[src/rtl/tron_pkg.sv]
// Shared Tron types: game-state encoding, round-controller states, score width
// and the HUD countdown helper.
package tron_pkg;

  typedef enum logic [2:0] {
    Menu          = 3'd0,
    Round_Paused  = 3'd1,
    Round_Started = 3'd2,
    Blue_Wins     = 3'd3,
    Red_Wins      = 3'd4
  } game_state_t;

  typedef enum logic [2:0] {
    RC_IDLE      = 3'd0,
    RC_COUNTDOWN = 3'd1,
    RC_PLAY      = 3'd2,
    RC_ROUND_END = 3'd3,
    RC_MATCH_END = 3'd4
  } rc_state_t;

  localparam int SCORE_W     = 4;
  localparam int FRAME_CNT_W = 12;

  // Whole seconds left for the HUD: ceil(cnt*3/total).
  function automatic logic [1:0] countdown_sec(input logic [FRAME_CNT_W-1:0] cnt,
                                               input int total);
    int secs;
    secs = 0;
    if (total > 0) secs = (int'(cnt) * 3 + total - 1) / total;
    return 2'(secs);
  endfunction

endpackage

[src/rtl/frame_counter.sv]
// Loadable frame down-counter; expire flags that the count is zero or reaches
// zero on this tick. Load takes priority over the tick.
module frame_counter
  import tron_pkg::*;
(
  input  logic                   Clk,
  input  logic                   Reset,
  input  logic                   load,
  input  logic [FRAME_CNT_W-1:0] load_val,
  input  logic                   tick,
  output logic [FRAME_CNT_W-1:0] cnt_nxt,
  output logic                   expire
);

  logic [FRAME_CNT_W-1:0] cnt;

  always_comb begin
    cnt_nxt = cnt;
    if (load) cnt_nxt = load_val;
    else if (tick && cnt != '0) cnt_nxt = cnt - FRAME_CNT_W'(1);
  end

  assign expire = (cnt == '0) || (tick && cnt == FRAME_CNT_W'(1));

  always_ff @(posedge Clk) begin
    if (Reset) cnt <= '0;
    else       cnt <= cnt_nxt;
  end

endmodule

[src/rtl/round_controller.sv]
// Tron round sequencer: countdown, movement gating, crash scoring, round reset.
// Optional round timeout enabled by defining ROUND_TIMEOUT_EN.
//
// state      | meaning
// IDLE       | waiting for Game_State == Round_Started
// COUNTDOWN  | pre-round countdown, crashes ignored
// PLAY       | cycles move, crashes scored
// ROUND_END  | crash scene held, then Reset_Round pulse
// MATCH_END  | winner flag held until Game_State leaves Round_Started
module round_controller
  import tron_pkg::*;
#(
  parameter int COUNT_FRAMES   = 180,
  parameter int END_FRAMES     = 90,
  parameter int WIN_SCORE      = 3,
  parameter int TIMEOUT_FRAMES = 3600
) (
  input  logic               Clk,
  input  logic               Reset,
  input  logic               Frame_Tick,
  input  logic [2:0]         Game_State,
  input  logic               Blue_Crash,
  input  logic               Red_Crash,
  output logic               Move_En,
  output logic               Reset_Round,
  output logic               Blue_W,
  output logic               Red_W,
  output logic [SCORE_W-1:0] Blue_Score,
  output logic [SCORE_W-1:0] Red_Score,
  output logic [1:0]         Countdown
);

  localparam logic [2:0] ST_IDLE      = RC_IDLE;
  localparam logic [2:0] ST_COUNTDOWN = RC_COUNTDOWN;
  localparam logic [2:0] ST_PLAY      = RC_PLAY;
  localparam logic [2:0] ST_ROUND_END = RC_ROUND_END;
  localparam logic [2:0] ST_MATCH_END = RC_MATCH_END;

  localparam logic [2:0] GS_MENU    = Menu;
  localparam logic [2:0] GS_STARTED = Round_Started;

  logic [2:0]             state, state_nxt;
  logic                   blue_won, blue_won_nxt;
  logic [SCORE_W-1:0]     blue_nxt, red_nxt, blue_inc, red_inc;
  logic                   rr_nxt, in_round;
  logic                   cnt_load, cnt_expire;
  logic [FRAME_CNT_W-1:0] cnt_load_val, cnt_nxt;

  assign in_round = (Game_State == GS_STARTED);
  assign blue_inc = Blue_Score + SCORE_W'(1);
  assign red_inc  = Red_Score + SCORE_W'(1);

  frame_counter u_frame_counter (
    .Clk      (Clk),
    .Reset    (Reset),
    .load     (cnt_load),
    .load_val (cnt_load_val),
    .tick     (Frame_Tick),
    .cnt_nxt  (cnt_nxt),
    .expire   (cnt_expire)
  );

  always_comb begin
    state_nxt    = state;
    blue_won_nxt = blue_won;
    blue_nxt     = Blue_Score;
    red_nxt      = Red_Score;
    rr_nxt       = 1'b0;
    cnt_load     = 1'b0;
    cnt_load_val = '0;
    case (state)
      ST_IDLE: begin
        if (in_round) begin
          state_nxt    = ST_COUNTDOWN;
          cnt_load     = 1'b1;
          cnt_load_val = FRAME_CNT_W'(COUNT_FRAMES);
        end
      end
      ST_COUNTDOWN: begin
        if (!in_round) state_nxt = ST_IDLE;
        else if (cnt_expire) begin
          // Timeout is loaded unconditionally; it only matters with the timeout built in.
          state_nxt    = ST_PLAY;
          cnt_load     = 1'b1;
          cnt_load_val = FRAME_CNT_W'(TIMEOUT_FRAMES);
        end
      end
      ST_PLAY: begin
        if (!in_round) state_nxt = ST_IDLE;
        else if (Blue_Crash && Red_Crash) begin
          state_nxt    = ST_ROUND_END;
          cnt_load     = 1'b1;
          cnt_load_val = FRAME_CNT_W'(END_FRAMES);
        end else if (Blue_Crash) begin
          red_nxt = red_inc;
          if (red_inc == SCORE_W'(WIN_SCORE)) begin
            state_nxt    = ST_MATCH_END;
            blue_won_nxt = 1'b0;
          end else begin
            state_nxt    = ST_ROUND_END;
            cnt_load     = 1'b1;
            cnt_load_val = FRAME_CNT_W'(END_FRAMES);
          end
        end else if (Red_Crash) begin
          blue_nxt = blue_inc;
          if (blue_inc == SCORE_W'(WIN_SCORE)) begin
            state_nxt    = ST_MATCH_END;
            blue_won_nxt = 1'b1;
          end else begin
            state_nxt    = ST_ROUND_END;
            cnt_load     = 1'b1;
            cnt_load_val = FRAME_CNT_W'(END_FRAMES);
          end
        end
`ifdef ROUND_TIMEOUT_EN
        else if (cnt_expire) begin
          state_nxt    = ST_ROUND_END;
          cnt_load     = 1'b1;
          cnt_load_val = FRAME_CNT_W'(END_FRAMES);
        end
`endif
      end
      ST_ROUND_END: begin
        if (!in_round) state_nxt = ST_IDLE;
        else if (cnt_expire) begin
          state_nxt = ST_IDLE;
          rr_nxt    = 1'b1;
        end
      end
      ST_MATCH_END: begin
        if (!in_round) state_nxt = ST_IDLE;
      end
      default: state_nxt = ST_IDLE;
    endcase
    if (Game_State == GS_MENU) begin
      blue_nxt = '0;
      red_nxt  = '0;
    end
  end

  always_ff @(posedge Clk) begin
    if (Reset) begin
      state       <= ST_IDLE;
      blue_won    <= 1'b0;
      Move_En     <= 1'b0;
      Reset_Round <= 1'b0;
      Blue_W      <= 1'b0;
      Red_W       <= 1'b0;
      Blue_Score  <= '0;
      Red_Score   <= '0;
      Countdown   <= 2'd0;
    end else begin
      state       <= state_nxt;
      blue_won    <= blue_won_nxt;
      Move_En     <= (state_nxt == ST_PLAY);
      Reset_Round <= rr_nxt;
      Blue_W      <= (state_nxt == ST_MATCH_END) && blue_won_nxt;
      Red_W       <= (state_nxt == ST_MATCH_END) && !blue_won_nxt;
      Blue_Score  <= blue_nxt;
      Red_Score   <= red_nxt;
      Countdown   <= (state_nxt == ST_COUNTDOWN) ? countdown_sec(cnt_nxt, COUNT_FRAMES) : 2'd0;
    end
  end

endmodule

[config.mk]
export PLATFORM = sky130hd
export DESIGN_NAME = round_controller
export DESIGN_NICKNAME = d
export VERILOG_FILES = /design/src/rtl/tron_pkg.sv /design/src/rtl/frame_counter.sv /design/src/rtl/round_controller.sv
export SDC_FILE = /design/constraint.sdc
export NUM_CORES = 1
export LEC_CHECK = 0
export CAP_MARGIN = 20
export CORE_UTILIZATION = 35
export CTS_CLUSTER_SIZE = 16
export DETAILED_ROUTE_END_ITERATION = 7
export MAX_ROUTING_LAYER = met4
export PLACE_DENSITY = 0.52
export SLEW_MARGIN = 0
export SYNTH_ARGS = -nofsm -noshare
export SYNTH_HDL_FRONTEND = slang
export SYNTH_SLANG_ARGS = --single-unit
[constraint.sdc]
create_clock -name Clk -period 17.5 [get_ports Clk]
set_input_delay 4.375 -clock Clk [delete_from_list [all_inputs] [get_ports Clk]]
set_output_delay 4.375 -clock Clk [all_outputs]
set_load 0.05 [all_outputs]
==> Yosys cells after proc, flatten, opt, wreduce, memory -nomap -nowiden <==
Index checks and enable logic that the tools add are counted.
{ "totals": {"reg_bits": 30, "input_bits": 8, "output_inout_bits": 14, "elab_cells": 90} }
{ "op_classes": {"addsub": 5, "mul": 1, "div_mod_pow": 1, "eq_ne": 11, "n_mux": 42, "bitwise": 4, "reduce_logical": 16} }
{ "ops": {"columns": ["cell", "count"], "rows": [
  ["12-bit 2-to-1 mux", 7],
  ["3-bit 2-to-1 mux", 12],
  ["12-bit one-hot mux with 3 select lines", 1],
  ["32-bit by 9-bit divider with 32-bit output, second input constant", 1],
  ["7-bit 2-to-1 mux", 3],
  ["1-bit 2-to-1 mux", 16],
  ["15-bit by 1-bit subtractor with 16-bit output, second input constant", 1],
  ["14-bit by 8-bit adder with 15-bit output, second input constant", 1],
  ["3-bit one-hot mux with 5 select lines", 1],
  ["12-bit by 2-bit multiplier with 14-bit output, second input constant", 1],
  ["12-bit by 1-bit == test with 1-bit output, second input constant", 1],
  ["3-bit by 2-bit == test with 1-bit output, second input constant", 4],
  ["12-bit logical NOT", 1],
  ["12-bit nonzero test", 1],
  ["12-bit by 1-bit subtractor with 12-bit output, second input constant", 1],
  ["4-bit by 1-bit adder with 4-bit output, second input constant", 2],
  ["4-bit by 2-bit == test with 1-bit output, second input constant", 2],
  ["8-bit 2-to-1 mux", 1],
  ["3-bit by 1-bit == test with 1-bit output, second input constant", 2],
  ["3-bit == test, second input constant", 2],
  ["3-bit logical NOT", 2],
  ["2-bit OR reduction", 3],
  ["1-bit logical AND", 5],
  ["5-bit AND reduction", 1],
  ["5 further kinds", 8]
]} }

==> Logic depth before layout (Yosys ltp) <==
{ "depth": {"word_depth": 13, "mapped_depth": 40, "mapped_depth_nobuf": 36} }

==> Cells and area by module <==
Synthesis repeated with hierarchy kept, for this count alone.
{ "hier_totals": {"cells_unflattened": 622, "hier_area_um2": 4603.2} }
{ "modules_own_cells": {"columns": ["module", "n_inst", "cells_per_inst", "area_each_um2", "seq_area_each_um2"], "rows": [
  ["round_controller", 1, 504, 3683.5, 360.3],
  ["frame_counter", 1, 118, 919.6, 240.2]
]} }

==> Least setup slack after synthesis <==
Ideal clock, no wire load.
{ "synth_timing": {"path_kind": "in2reg", "startpoint": "input port Game_State[2]", "endpoint": "register Countdown[0]", "arrival_ns": 12.173, "required_ns": 17.409, "setup_slack_ns": 5.236, "path_stages": 35, "path_cell_list": "or4b_1 -> nor2_1 -> nand2b_1 -> o21ba_2 -> buf_2 -> nor2_1 -> o21ai_0 -> inv_1 -> ha_1 -> ha_1 -> clkbuf_1 -> a21oi_1 -> nand2_1 -> nor2_1 -> o2bb2ai_4 -> a311oi_2 -> a2111oi_4 -> o31ai_1 -> ha_1 -> nand2b_1 -> nor4_1 -> o32ai_1 -> nor2_2 -> mux2i_2 -> o21ai_1 -> a31o_1 -> or3_1 -> buf_2 -> a21oi_2 -> a21oi_2 -> o31ai_2 -> mux4_2 -> a21boi_0 -> nor3_1 -> a311oi_1"} }
{ "synth_via": {"elab_chain_cells": 8} }
{ "synth_rtl": {"columns": ["item", "line_no", "source"], "rows": [
  ["start: declaration", "round_controller.sv:21", "input logic [2:0] Game_State,"],
  ["3-bit by 2-bit == test with 1-bit output *", "round_controller.sv:49", "assign in_round = (Game_State == GS_STARTED);"],
  ["12-bit 2-to-1 mux (tied with other cells)", "round_controller.sv:89", "if (!in_round) state_nxt = ST_IDLE;"],
  ["12-bit one-hot mux with 3 select lines or 1-bit one-hot mux with 3 select lines (tied branches)", "round_controller.sv:71", "case (state)"],
  ["12-bit 2-to-1 mux *", "frame_counter.sv:19", "if (load) cnt_nxt = load_val;"],
  ["named net cnt_nxt[5]", "round_controller.sv:47", "logic [FRAME_CNT_W-1:0] cnt_load_val, cnt_nxt;"],
  ["12-bit by 2-bit multiplier with 14-bit output *", "tron_pkg.sv:29", "if (total > 0) secs = (int'(cnt) * 3 + total - 1) / total;"],
  ["14-bit by 8-bit adder with 15-bit output *", "tron_pkg.sv:29", null],
  ["15-bit by 1-bit subtractor with 16-bit output *", "tron_pkg.sv:29", null],
  ["32-bit by 9-bit divider with 32-bit output *", "tron_pkg.sv:29", null],
  ["end signal: assignment", "round_controller.sv:161", "Countdown <= (state_nxt == ST_COUNTDOWN) ? countdown_sec(cnt_nxt, COUNT_FRAMES) : 2'd0;"],
  ["end: declaration", "round_controller.sv:30", "output logic [1:0] Countdown"]
]} }
The timed path passes the listed nets; every way through them passes the cells marked *.
A chain may end at the register's enable or synchronous reset.

==> Worst setup path after layout <==
{ "layout_timing": {"startpoint": "input port Blue_Crash", "endpoint": "register Countdown[0]"} }
{ "layout_via": {"elab_chain_cells": 9} }
{ "layout_rtl": {"columns": ["item", "line_no", "source"], "rows": [
  ["start: declaration", "round_controller.sv:22", "input logic Blue_Crash,"],
  ["12-bit 2-to-1 mux (tied with other cells)", "round_controller.sv:94", "end else if (Blue_Crash) begin"],
  ["12-bit 2-to-1 mux or 1-bit 2-to-1 mux (tied branches)", "round_controller.sv:90", "else if (Blue_Crash && Red_Crash) begin"],
  ["12-bit 2-to-1 mux or 1-bit 2-to-1 mux (tied branches)", "round_controller.sv:89", null],
  ["12-bit one-hot mux with 3 select lines or 1-bit one-hot mux with 3 select lines (tied branches)", "round_controller.sv:71", null],
  ["12-bit 2-to-1 mux *", "frame_counter.sv:19", null],
  ["named net cnt_nxt[5]", "round_controller.sv:47", null],
  ["12-bit by 2-bit multiplier with 14-bit output *", "tron_pkg.sv:29", null],
  ["14-bit by 8-bit adder with 15-bit output *", "tron_pkg.sv:29", null],
  ["15-bit by 1-bit subtractor with 16-bit output *", "tron_pkg.sv:29", null],
  ["32-bit by 9-bit divider with 32-bit output *", "tron_pkg.sv:29", null]
]} }
Marked as above.

==> flow_metrics.env <==
export IMPL_run_status="completed"
export IMPL_worst_setup_path_start_kind="primary input"
export IMPL_r2r_start="Blue_Score[0]"
export IMPL_syn_inst=651
export IMPL_post_drt_wl_per_cell_um=16.6
export IMPL_fmax_mhz=69.0
export IMPL_ys_seq_area_share_pct=12.8
export IMPL_die_y_um=118
export IMPL_hold_viol=0
export IMPL_place_hpwl_mm=10.9
export IMPL_wl_mm=13.8
export IMPL_drive_above_1_share_pct=9.09
export IMPL_grtUsageTotal_pct=20.6
export IMPL_drv_cap=0
export IMPL_gp_congestion=0.902
export IMPL_regArea_um2=601
export IMPL_cts_root_buf="clkbuf_16"
export IMPL_antenna_found_initial=0
export IMPL_n_fill_cell=1332
export IMPL_placed_area_mm2=0.00506
export IMPL_holdBufCountCts=0
export IMPL_slew_headroom_pct=41.3
export IMPL_rsz0062_at_grt="no"
export IMPL_post_cts_resized=0
export IMPL_clk_latency_ps=280
export IMPL_crit_type="in -> reg"
export IMPL_worst_path_largest_cell_delay_ps=660
export IMPL_final_common_cell="nor2_1"
export IMPL_min_path_cells=2
export IMPL_io_pins=22
export IMPL_slew_violations=0
export IMPL_yosys_most_used_dff="dfxtp_1"
export IMPL_setup_slack_ps=3000
export IMPL_grt_overflow=0
export IMPL_ctsLongestPathBuffers=2
export IMPL_setup_viol=0
export IMPL_cp_max_fo=12
export IMPL_path_clk_slew_ps=50
export IMPL_critPathSlowestCell="xor2_1"
export IMPL_startpoint="Blue_Crash"
export IMPL_syn_area_mm2=0.00470
export IMPL_drtIter0Drc=474
export IMPL_endpoint_kind="flip-flop"
export IMPL_dpl_worst_slack_ps=2800
export IMPL_syn_area_per_cell_um2=7.22
export IMPL_synth_fp_nets=689
export IMPL_period_share_pct=82.8
export IMPL_cts_sinks=30
export IMPL_placementRows=41
export IMPL_ant_nets=0
export IMPL_stdcell_area_mm2=0.00523
export IMPL_htreeDepth=2
export IMPL_routed_via_count=5099
export IMPL_diodes=0
export IMPL_drc=0
export IMPL_async_reset_ff_share_pct=0
export IMPL_fin_crit_ps=14500
export IMPL_nets=698
export IMPL_cts_tree="yes"
export IMPL_syn2layout_area_growth_pct=11.2
export IMPL_coreArea_mm2=0.0129
export IMPL_synth_seq_cells=30
export IMPL_cts_setup_buffers=0
export IMPL_port_buffers=21
export IMPL_dr_pass1_iters=5
export IMPL_fin_skew_ps=5.62
export IMPL_die_x_um=118
export IMPL_grt_max_degree=19
export IMPL_tightest_slew_ps=877
export IMPL_cts_buffers=5
export IMPL_yosysWarnings=0
export IMPL_rr_worst_depth=33
export IMPL_multi_input_area_mm2=0.00389
export IMPL_die_area_mm2=0.0139
export IMPL_initial_core_util_pct=36.5
export IMPL_synth_edff_count=0
export IMPL_worstPathArrival_ps=14680
export IMPL_cp_required_ps=17690
export IMPL_via_per_inst=6.13
export IMPL_tns_ps=0
export IMPL_grt_pass1_wl_mm=23.3
export IMPL_grt_pass1_vias=4678
export IMPL_min_path_type="reg -> reg"
export IMPL_hp_start="Red_Score[3]"
export IMPL_yosysUniqueCellTypes=97
export IMPL_layout_common_cells="nor2_1 (73), nand2_1 (58), a21oi_1 (50), o21ai_0 (34)"
export IMPL_timing_critical_path_mode_cell="ha_1"
-- worst max-delay path: cells and delay by family --
| kind | cells | cell delay, ps |
|---|---|---|
| buf+inv | 2 | 690 |
| fa+ha+maj | 3 | 1000 |
| simple gates | 10 | 2500 |
| mux | 2 | 750 |
| compound gates | 15 | 4690 |
| xor+xnor | 1 | 660 |
-- logic make-up (layout without fill, tap and decap cells) --
group	after synthesis	count (layout)	share of synthesized area [%]
simple gates	265	265	29.2
compound gates	229	229	36.2
buf+inv	51	60	4.34
xor+xnor	37	37	7.06
fa+ha+maj	31	31	8.20
flops	30	30	12.8
mux	8	8	2.16
-- final cells by class --
cell class                      count  area share (%)
Timing Repair Buffer               25            4.60
Clock buffer                        6            2.66
Sequential cell                    30            11.5
Multi-Input combinational cell    570            74.5
Clock inverter                      1           0.575
Tap cell                          172            4.12
Inverter                           28            2.01
-- through the flow --
stage / hold WS [ps] / util (%) / cells
2_1_floorplan: 459 / - / 651
3_3_place_gp: 500 / 39.3 / 825
3_5_place_dp: 521 / 39.3 / 825
4_1_cts: 530 / 40.6 / 832
5_1_grt: 557 / 40.6 / 832
6_report: 528 / 40.6 / 832
-- final timing paths --
path                                endpoint  slack, ps
worst min-delay path            Red_Score[3]        530
worst max register to register  Countdown[0]       6840
worst max-delay path            Countdown[0]       3000
worst min register to register  Red_Score[3]        530
-- cells in the mapped netlist, types with 3 or more instances --
cell type  number  area, um^2
nor3_1         19        95.1
mux2_2          4        45.0
a21oi_2         5        43.8
o221ai_1        6        52.6
and2_1         11        68.8
a21oi_1        50         250
nor2_1         73         274
nand3_1        25         125
nand2_1        58         218
inv_1          27         101
a221o_1         3        30.0
ha_1           30         375
o31ai_1         4        30.0
xnor2_1        25         219
o21ai_0        34         170
and3_1          7        43.8
a211o_1         6        52.6
a21o_1          6        45.0
or3_1           7        43.8
and4_1          5        43.8
nor4_1          8        50.1
nand2b_1        8        50.1
buf_2           4        20.0
o21ai_2         3        26.3
o21ai_1         7        35.0
nor2b_1         4        25.0
nor2_2          3        18.8
o211a_1         5        50.1
dfxtp_1        30         601
nand4_1        13        81.3
a311oi_1        4        35.0
or2_2           3        18.8
a211oi_1       11        82.6
o211ai_1       14         105
a31oi_1         9        56.3
xor2_1         11        96.3
clkbuf_1       15        56.3
o22ai_1        11        68.8
o21a_1          3        22.5
-- sequential cells by signal, indices dropped and copies added, names as in the netlist --
signal / cells
u_frame_counter.cnt: 12
Reset_Round: 1
Blue_Score: 4
blue_won: 1
Move_En: 1
Countdown: 2
state: 3
Blue_W: 1
Red_W: 1
Red_Score: 4
-- layer usage --
| metal | part of all wire [%] | routed length, um | vias up | GRT usage (%) |
|---|---|---|---|---|
| met5 | 0 | 0 | - | - |
| met4 | 1.4 | 193 | 0 | 3.93 |
| met3 | 4.4 | 614 | 21 | 2.33 |
| met2 | 46 | 6390 | 165 | 33.0 |
| met1 | 48 | 6610 | 2410 | 27.8 |
| li1 | - | - | 2503 | - |
Power is not shown: default switching activity piles up to over one toggle a cycle in this logic, so the estimate is an artifact.
==> variant: new RTL, config.mk and constraints unchanged <==
Put one more register stage on the output `Blue_Score`, cleared by the reset. The value now appears one clock later. The other outputs are not delayed to match.
--- a/src/rtl/round_controller.sv
+++ b/src/rtl/round_controller.sv
@@ -40,4 +40,6 @@
   localparam logic [2:0] GS_STARTED = Round_Started;
 
+  logic [SCORE_W-1:0] Blue_Score_s0;
+
   logic [2:0]             state, state_nxt;
   logic                   blue_won, blue_won_nxt;
@@ -48,5 +50,5 @@
 
   assign in_round = (Game_State == GS_STARTED);
-  assign blue_inc = Blue_Score + SCORE_W'(1);
+  assign blue_inc = Blue_Score_s0 + SCORE_W'(1);
   assign red_inc  = Red_Score + SCORE_W'(1);
 
@@ -64,5 +66,5 @@
     state_nxt    = state;
     blue_won_nxt = blue_won;
-    blue_nxt     = Blue_Score;
+    blue_nxt     = Blue_Score_s0;
     red_nxt      = Red_Score;
     rr_nxt       = 1'b0;
@@ -147,5 +149,5 @@
       Blue_W      <= 1'b0;
       Red_W       <= 1'b0;
-      Blue_Score  <= '0;
+      Blue_Score_s0 <= '0;
       Red_Score   <= '0;
       Countdown   <= 2'd0;
@@ -157,5 +159,5 @@
       Blue_W      <= (state_nxt == ST_MATCH_END) && blue_won_nxt;
       Red_W       <= (state_nxt == ST_MATCH_END) && !blue_won_nxt;
-      Blue_Score  <= blue_nxt;
+      Blue_Score_s0 <= blue_nxt;
       Red_Score   <= red_nxt;
       Countdown   <= (state_nxt == ST_COUNTDOWN) ? countdown_sec(cnt_nxt, COUNT_FRAMES) : 2'd0;
@@ -163,4 +165,12 @@
   end
 
+  always_ff @(posedge Clk) begin
+    if (Reset) begin
+      Blue_Score <= '0;
+    end else begin
+      Blue_Score <= Blue_Score_s0;
+    end
+  end
+
 endmodule
 
Behaviour: no difference found for any inputs over 10 cycles, from zero or initial values and one cycle with Reset high; that may be too few to reach the edited logic, so the function may still have changed.
==> variant against the original RTL <==
- sequential cell count rose by 4
- count of clock-buffer cells in the layout did not move
- setup slack improved by 0.95 ns
- design area fell by 6.9%
- wire length fell by 17%
- cell count fell by 8.3%
- synthesized area fell by 6.8%
- highest routed layer unchanged
Power is left out: the tool's default activity adds up to more than one toggle a clock period on the data nets, which glitch-free logic cannot reach.
==> variant: results (changes against the original RTL) <==
[status]
outcome=complete, no violations

[logic_synthesis]
synth_top_flop_cell=dfxtp_1
ys_seq_area_share_pct=15.54  ; +2.8 points
synthTopCellsByCount=nor2_1 (61), a21oi_1 (42), nand2_1 (40)
synth_cell_types=86  ; -11%
ys_async_sr_fraction_pct=0  ; unchanged
ys.warnings.count=0  ; unchanged
yosys-top-cells-area=dfxtp_1 (16%), ha_1 (8.6%), nor2_1 (5.2%)

[cells_and_area]
fillers=1293  ; -2.9%
drive_gt1_share_pct=7.395  ; -1.7 points
fin_nets=633  ; -9.3%

[clock_tree]
h-tree-depth=2  ; unchanged
cts_buffers=5  ; unchanged
cts_resized=0  ; unchanged
post_cts_buffers=0  ; unchanged
cts_max_path_buffers=2  ; unchanged

[timing]
worst_clock_skew_ns=0.005920  ; +0.0002951 ns
max_slew.worst_pin.slew_ns=0.9538  ; +0.07691 ns

[global_route]
grt_pass1_vias=4048  ; -13%
grt_use_total_pct=18.59  ; -2.0 points
antenna_found_initial=0  ; unchanged
grt_start_max_net_pins=23  ; +4
grt_pass1_wl_um=19420  ; -17%

[setup_path]
path_max_fanout=10  ; -2
arrival_ns=13.70  ; -0.98 ns
reg2reg_slack_ns=8.05  ; +1.21 ns
cpPeakStageDelay_ns=0.77  ; +0.11 ns
slowest_stage=nor3_1

[hold_path]
hold_class=flip-flop to flip-flop

[drt]
drt-initial-drc-count=248  ; -48%
viasPerCell=5.843  ; -4.7%
routed_wl_um=11490  ; -17%
first_pass_iters=5  ; unchanged

[placed_design]
port_buffers=21  ; unchanged
hpwl_um=9004  ; -17%
gp_congestion=0.9032  ; +0.17%

==> variant: path summary, 6_finish.rpt <==
kind,from,end,depth (start not counted)
setup / recovery,Game_State[2],Countdown[0],32
setup reg to reg,u_frame_counter.cnt[4],Countdown[0],31
hold reg to reg,Red_Score[3],Red_Score[3],2
hold / removal,Red_Score[3],Red_Score[3],2
==> variant: kinds of logic (layout without fill, tap and decap cells) <==
kind of cell,Yosys count,after routing,share of synthesized area (%)
fa+ha+maj,31,31,8.800
flops,34,34,15.54
buf+inv,52,58,4.942
compound gates,198,198,33.83
xor+xnor,36,36,7.200
mux,11,11,2.600
simple gates,227,227,27.09
==> variant: cell type report <==
type                            instances  area share [%]
Timing Repair Buffer                   21           4.321
Clock buffer                            6           2.855
Sequential cell                        34           13.99
Inverter                               30           2.315
Clock inverter                          1          0.6173
Multi-Input combinational cell        503           71.58
Tap cell                              168           4.321
==> variant: per-layer routing <==
metal,part of all wire [%],track usage (%)
met5,0,-
met4,0.50,2.771
met3,4.6,2.019
met2,46,30.00
met1,49,25.54
==> variant: worst max-delay path: cells and delay by family <==
family                   cells  cell delay, ns
buffers and inverters        3            0.61
AO/OA/AOI/OAI               16            4.00
AND/OR/NAND/NOR              9            3.40
XOR/XNOR                     1            0.29
adder cells (fa/ha/maj)      3            1.02
==> variant: metrics by stage <==
step	std cells	setup slack, ns	hold slack, ns	cell area, um2
2_1_floorplan	589	5.586	0.4583	4379
3_3_place_gp	756	4.187	0.5176	4696
3_5_place_dp	756	3.828	0.5163	4696
4_1_cts	763	4.060	0.5241	4865
5_1_grt	763	3.169	0.5787	4865
6_report	763	3.955	0.5304	4865
